`src/rtl/gpio_port_ctrl.sv`:
```
// GPIO port controller: registered pad drive, per-pin synchroniser and debounce,
// edge events into sticky write-1-to-clear status, and one masked registered interrupt.
module gpio_port_ctrl #(
    parameter int WIDTH           = 32,
    parameter int DEBOUNCE_CYCLES = 1
) (
    input  logic             clk_i,
    input  logic             rst_i,
    input  logic [WIDTH-1:0] out_data_i,
    input  logic [WIDTH-1:0] out_en_i,
    input  logic [WIDTH-1:0] rise_en_i,
    input  logic [WIDTH-1:0] fall_en_i,
    input  logic [WIDTH-1:0] irq_mask_i,
    input  logic [WIDTH-1:0] status_clr_i,
    input  logic [WIDTH-1:0] gpio_pin_i,
    output logic [WIDTH-1:0] gpio_pin_o,
    output logic [WIDTH-1:0] gpio_oe_o,
    output logic [WIDTH-1:0] in_data_o,
    output logic [WIDTH-1:0] status_o,
    output logic             irq_o
);

    localparam int CNT_W = $clog2(DEBOUNCE_CYCLES + 1);
    localparam logic [CNT_W-1:0] CNT_MAX = CNT_W'(DEBOUNCE_CYCLES - 1);
    localparam logic [CNT_W-1:0] CNT_ONE = CNT_W'(1);

    logic [WIDTH-1:0] r_pin_out;
    logic [WIDTH-1:0] r_oe;
    logic [WIDTH-1:0] r_sync1;
    logic [WIDTH-1:0] r_sync2;
    logic [WIDTH-1:0] r_filt;
    logic [CNT_W-1:0] r_cnt [WIDTH];
    logic [WIDTH-1:0] r_status;
    logic             r_irq;

    logic [CNT_W-1:0] w_cnt_next [WIDTH];
    logic [WIDTH-1:0] w_filt_next;
    logic [WIDTH-1:0] w_update;
    logic [WIDTH-1:0] w_rise;
    logic [WIDTH-1:0] w_fall;
    logic [WIDTH-1:0] w_event;
    logic [WIDTH-1:0] w_status_next;
    logic             w_irq_next;

    // A mismatch must persist for DEBOUNCE_CYCLES consecutive cycles; any return
    // to the filtered level throws the partial count away.
    always_comb begin
        w_filt_next = r_filt;
        w_update    = '0;
        for (int i = 0; i < WIDTH; i++) begin
            w_cnt_next[i] = r_cnt[i];
            if (r_sync2[i] == r_filt[i]) begin
                w_cnt_next[i] = '0;
            end else if (r_cnt[i] == CNT_MAX) begin
                w_cnt_next[i]  = '0;
                w_filt_next[i] = r_sync2[i];
                w_update[i]    = 1'b1;
            end else begin
                w_cnt_next[i] = r_cnt[i] + CNT_ONE;
            end
        end
    end

    // Enables are only looked at in the update cycle; set beats clear.
    always_comb begin
        w_rise        = w_update & w_filt_next & rise_en_i;
        w_fall        = w_update & ~w_filt_next & fall_en_i;
        w_event       = w_rise | w_fall;
        w_status_next = w_event | (r_status & ~status_clr_i);
        w_irq_next    = |(w_status_next & irq_mask_i);
    end

    always_ff @(posedge clk_i) begin
        if (rst_i) begin
            r_pin_out <= '0;
            r_oe      <= '0;
            r_sync1   <= '0;
            r_sync2   <= '0;
            r_filt    <= '0;
            r_status  <= '0;
            r_irq     <= 1'b0;
            for (int i = 0; i < WIDTH; i++) begin
                r_cnt[i] <= '0;
            end
        end else begin
            r_pin_out <= out_data_i;
            r_oe      <= out_en_i;
            r_sync1   <= gpio_pin_i;
            r_sync2   <= r_sync1;
            r_filt    <= w_filt_next;
            r_status  <= w_status_next;
            r_irq     <= w_irq_next;
            for (int i = 0; i < WIDTH; i++) begin
                r_cnt[i] <= w_cnt_next[i];
            end
        end
    end

    assign gpio_pin_o = r_pin_out;
    assign gpio_oe_o  = r_oe;
    assign in_data_o  = r_filt;
    assign status_o   = r_status;
    assign irq_o      = r_irq;

endmodule

```
`config.mk`:
```
export PLATFORM = sky130hd
export DESIGN_NAME = gpio_port_ctrl
export DESIGN_NICKNAME = d
export VERILOG_FILES = /design/src/rtl/gpio_port_ctrl.sv
export SDC_FILE = /design/constraint.sdc
export NUM_CORES = 1
export LEC_CHECK = 0
export CORE_AREA = 2 2 138 140
export CTS_CLUSTER_SIZE = 40
export DETAILED_ROUTE_END_ITERATION = 6
export DIE_AREA = 0 0 140 142
export PLACE_DENSITY = 0.78
export SLEW_MARGIN = 25
export SYNTH_ARGS = -nofsm -noshare
export SYNTH_HDL_FRONTEND = slang
export SYNTH_SLANG_ARGS = --single-unit
```
`constraint.sdc`:
```
create_clock -name clk_i -period 2.25 [get_ports clk_i]
set_clock_uncertainty 0.2 [all_clocks]
set_input_delay 0.45 -clock clk_i [delete_from_list [all_inputs] [get_ports clk_i]]
set_output_delay 0.45 -clock clk_i [all_outputs]
set_load 0.005 [all_outputs]
```
# After elaboration in Yosys (flattened, before gate mapping)
# Memories as Yosys holds them, arrays and structs flattened.
# Index checks and enable logic that the tools add are counted.
# W data, S select, Z words.
# classes
n_bitwise,42
n_eq_ne,32
muxes,227
reduce_logical,1
addsub,32
# ops
operator,count
$mux W1,227
$and A32 B32 Y32,6
$not A32 Y32,2
$or A32 B32 Y32,2
$add A1 B1 Y1 const B,32
$eq A1 B1 Y1,32
$or A1 B1 Y1,32
$reduce_or A32 Y1,1
# totals
word_cells,342
ff_bits,193
mem_bits_rw,32
in_bits,226
mem_count,1
# mem_list
name,depth,word_bits,read_ports,rd_ports_with_merged_regs,wr,line,text
r_cnt,32,1,32,0,32,32,logic [CNT_W-1:0] r_cnt [WIDTH];

# Depth between registers and ports, before layout
# logic_depth
word_depth,9
depth_mapped,5
ltp_nobuf,5

# Least setup slack after synthesis
# OpenSTA, ideal clock, no wires.
# synth_timing
kind,input to register
from,input port status_clr_i[18]
to,register r_irq (netlist: irq_o)
path_stages,5
path_buffers,0
required_time_ns,1.909
t_arrival_ns,1.489
path_slack_ns,0.420
path_cell_list,nand2b_1 > o2111ai_1 > or4_4 > a2111oi_4 > a41oi_1
# synth_between
elab_chain_len,5
# synth_rtl
item,line,text
start: declaration,14,"input logic [WIDTH-1:0] status_clr_i,"
$not A32 Y32,69,w_status_next = w_event | (r_status & ~status_clr_i);
$and A32 B32 Y32,69,
$or A32 B32 Y32,69,
$and A32 B32 Y32,70,w_irq_next = |(w_status_next & irq_mask_i);
$reduce_or A32 Y1,70,
end signal: assignment,92,r_irq <= w_irq_next;
end: declaration,34,logic r_irq;
# Every way passes these cells.
# A chain may end at the register's enable or synchronous reset.

# Worst setup path in the final report
# layout_timing
from,input port status_clr_i[30]
to,register r_irq (netlist: irq_o)
# The elaborated chain is that of the path after synthesis.

==> results.toml <==
[synthesis]
synth_edf_count = 0
synthesis.nets = 843
synthArstFlopShare = 0
ys_seq_area_frac = 0.5850
syn_inst = 617
syn_area_sq_um = 6605
yosys.area.top_type_share = 0.5850
syn_avg_cell_area_sq_um = 10.71
synth-seq-cells = 193
synth_area_leader_cell = "dfxtp_1"
synth_flop_cell = "dfxtp_1"
synth_area_leaders = "dfxtp_1 58%, nor2b_1 15%, nand3b_1 8.1%, nand4b_1 3.3%, nand2b_1 2.6%"
ys_types = 42
ys_warn_count = 0

[worst_hold_path]
holdCritPathClass = "primary input to flip-flop"

[layout]
final_util = 0.6012
area_growth_pct = 67.99
finalNetCount = 1215
layout_commonest_cell = "clkdlybuf4s50_1"
drive_gt1_frac = 0.05489
diodes = 0
mostFrequentLayoutCells = "353 x clkdlybuf4s50_1, 193 x dfxtp_1, 163 x nor2b_1"

[drt]
routed_via_density = 4.659
highest_layer = "met5"
routed-wl-met2_um = 10370
wl_per_cell_um = 17.12
wl_met3_um = 1792
drc = 24
drtIter0Drc = 227
wl_met1_um = 8293
vias = 5758
first_pass_iters = 7
ant_nets = 0
totalWireLength_um = 21160

[critical_path]
start_kind = "primary input"
worstSetupPathType = "primary input to flip-flop"
cp.arrival_ns = 2.13
critPathRequiredTime_ns = 2.34
reg2reg_slack_ns = 0.36
cp_max_fo = 2
end_kind = "flip-flop"

[pwr]
p_per_area_nw_per_um2 = 669.4
finalPower_mw = 7.427
leakagePower_nw = 4.102
peakVddDrop_mv = 0.4917

[outcome]
status = "finished, violations left"
violations = "DRC"

[place]
dp_hpwl_um = 16940
gp_congestion = 0.8102
portBuffers = 354

[floorplanning]
die_h_um = 142
core_sq_um = 18460
start_util = 0.3579
die_w_um = 140
row_count = 50
dieArea_sq_um = 19880
ios = 355

[cts]
cts_buffer_depth = 2
clock-sinks = 193
cts_hold_buf = 0
clk_latency_ns = 0.43
cts_buffers = 17
htree_levels = 4
path_clk_slew_ns = 0.08
post_cts_buffers = 0
cts_root_buffer = "clkbuf_16"
cts_tree = "built"

[sta]
worst_slew_pin_slew_ns = 0.5954
rsz0062_at_grt = "no"
report.final.slew_viol_count = 0
min_period_over_period = 0.9063
fmax_ghz = 0.4904
final_hold_viol_count = 0
whs_ns = 0.1805
maxSlewHeadroom = 0.5989
min_period_ns = 2.039
setup-violations-final = 0

[global_routing]
grt_pass1_wl_um = 31110
grt_max_degree = 69
grt_pass1_vias = 5732
grt-ovfl-total = 0
antenna_found_initial = 1
grtUsageTotal = 0.2071

[flow_run]
drv_cap = 0
cells in the mapped netlist, types with 2 or more instances:
master / instances
nand3_1: 3
inv_1: 14
o2111ai_1: 9
a21boi_0: 2
a21oi_1: 13
a31oi_1: 26
nor2_1: 9
nand3b_1: 71
o21ai_1: 2
nor2b_1: 163
o21ai_0: 3
and3b_1: 2
a21boi_1: 2
nand4b_1: 25
dfxtp_1: 193
clkbuf_1: 20
nand2b_1: 27
nand2_1: 9
cell type report:
cell class / count / area (sq um)
fillers: 1552 / 7360
flip-flops and latches: 193 / 3864
repair buffers: 374 / 3720
multi-input cells: 387 / 2604
clock buffers: 21 / 460.4
well taps: 234 / 292.8
clock inverters: 11 / 95.09
inverters: 16 / 60.06
flip-flops by register name, summed over array words and instances (netlist names):
register	cells
in_data_o	32
irq_o	1
gpio_oe_o	32
status_o	32
r_sync1	32
r_sync2	32
gpio_pin_o	32
final timing paths:
path                            startpoint                      to  cells after the start
setup reg to reg  in_data_o[14]$_SDFF_PP0_        irq_o$_SDFF_PP0_                      5
setup / recovery          status_clr_i[30]        irq_o$_SDFF_PP0_                      6
hold reg to reg     r_sync1[16]$_SDFF_PP0_  r_sync2[16]$_SDFF_PP0_                      1
hold / removal                       rst_i  r_sync1[10]$_SDFF_PP0_                      2
critical path: stages:
cell,delay (ns)
clkdlybuf4s50_1,0.48
nand3b_1,0.16
o2111ai_1,0.15
or4_4,0.57
a2111oi_4,0.19
a41oi_1,0.13
through the flow:
| step | cells | setup TNS, ns | setup slack, ns | cell area [sq um] |
|---|---|---|---|---|
| detailed placement | 1204 | -0.2740 | -0.2740 | 10540 |
| finish | 1236 | 0 | 0.2109 | 11100 |
| CTS | 1236 | 0 | 0.1790 | 11090 |
| global route | 1236 | 0 | 0.04124 | 11100 |
| floorplan | 617 | 0 | 0.4198 | 6605 |
| global placement | 1204 | -0.2142 | -0.2142 | 10540 |
per-layer routing:
metal | global-route usage | vias to the layer above
met5 | 0 | -
met4 | 0.09304 | 2
met3 | 0.06864 | 41
met2 | 0.3609 | 254
met1 | 0.2315 | 2603
li1 | - | 2858
power by group:
part / total, mW / switching [mW] / internal [mW]
registers: 3.63 / 0.0672 / 3.57
clock network: 2.86 / 1.35 / 1.51
logic: 0.937 / 0.276 / 0.661
timing repair:
item / CTS / global route
endpoints found under the hold margin: 0 / 0
resized for setup: 0 / 1
endpoints found under the setup margin: 0 / 1
cell families (layout without fill, tap and decap cells):
| group | after synthesis | count (layout) | share of synthesized area |
|---|---|---|---|
| flops | 193 | 193 | 0.5850 |
| compound gates | 71 | 71 | 0.07615 |
| buf+inv | 37 | 422 | 0.02102 |
| simple gates | 316 | 316 | 0.3179 |
(Power assumes the default switching activity.)
==> RTL change: new RTL, same settings <==
Set the parameter `WIDTH` to 16 (it was 32).
--- a/src/rtl/gpio_port_ctrl.sv
+++ b/src/rtl/gpio_port_ctrl.sv
@@ -3,3 +3,3 @@
 module gpio_port_ctrl #(
-    parameter int WIDTH           = 32,
+    parameter int WIDTH           = 16,
     parameter int DEBOUNCE_CYCLES = 1
Ports: changed (11 resized); port bits go from 355 to 179. The function was not compared with the original's and may differ.
==> RTL change against the original RTL <==
Final area decreased by 49%. Power decreased by 48%. Synthesized cell count decreased by 49%. The flow still finishes with violations (design-rule violations). Area after synthesis decreased by 51%. Setup slack improved by 0.077 ns. Sequential share of layout area decreased by 0.30 points. First-iteration DRC count decreased by 41%. Maximum frequency increased by 3.9%. Sequential cell count decreased by 96. Wire length decreased by 50%. Sequential power decreased by 50%.
==> RTL change: results (changes against the original RTL) <==
wire length on met3 995 um (-44%); crit path from in_data_o[6]; syn_nets 428 (-49%); Rel. slew slack 71.8% (+12 points); DR DRC count 24 (unchanged); post-place setup slack 0.0248 ns (+0.299 ns); fin nets 613 (-50%); largest net degree at the start of global routing 35 (-49%); Vias 2772 (-52%); FF-to-FF Start r_sync2[14]; Hold Path Sink r_sync2[6]; maximum VDD drop 0.350 mV (-29%); status complete, but fails checks; register area share after synthesis 60.4% (+1.9 points); WHS 0.237 ns (+0.0568 ns); crit path max-delay cell type clkdlybuf4s50_1; per-cell routed wire length 14.2 um (-17%); top routing layer in use met4; Placer Congestion 0.710 (-12%); CP top delay family buffers and inverters; failing checks design-rule violations; initial antenna violation count 2 (+1); DPL Wire Length 8480 um (-50%); Lkg Pwr 2.09 nW (-49%); routed wire length 10500 um (-50%)
-- RTL change: cell types whose count changed after synthesis, sizes merged, moves of 13 or more --
cell / unedited run / this run
nor2b: 163 / 86
clkbuf: 20 / 7
a31oi: 26 / 5
nand2b: 27 / 9
dfxtp: 193 / 97
nand3b: 71 / 16
nand4b: 25 / 1
-- RTL change: final cells by class --
class / instances / area, um2
fillers: 1942 / 12800
repair buffers: 184 / 1850
inverters: 12 / 45.0
clock inverters: 5 / 63.8
well taps: 234 / 293
diodes: 1 / 2.50
flip-flops and latches: 97 / 1940
clock buffers: 10 / 239
multi-input cells: 195 / 1190
-- RTL change: power by group --
group          total, mW  switching, mW  internal, mW  leakage (nW)
logic              0.463          0.137         0.326          1.14
registers           1.82         0.0300          1.79         0.800
clock network       1.58          0.684         0.894         0.145
total               3.87          0.851          3.01          2.09
-- RTL change: per-layer routing --
layer / vias up / global-route usage [%]
met5: - / 0
met4: 0 / 4.20
met3: 19 / 4.54
met2: 105 / 17.1
met1: 1240 / 12.7
li1: 1408 / -
-- RTL change: how the worst max path moves through the flow --
stage	end	slack [ns]	depth (start not counted)
3_5_place_dp	irq_o	0.02	6
4_1_cts	in_data_o[6]	0.25	1
3_3_place_gp	irq_o	0.03	6
6_report	in_data_o[6]	0.29	1
2_1_floorplan	irq_o	0.72	5
5_1_grt	in_data_o[6]	0.21	1
-- RTL change: cell families (layout without fill, tap and decap cells) --
family          after synthesis  after routing  synth area share [%]
simple gates                152            152                  27.9
compound gates               43             43                  9.14
other cells                   0              1                     0
flops                        97             97                  60.4
buf+inv                      22            211                  2.61
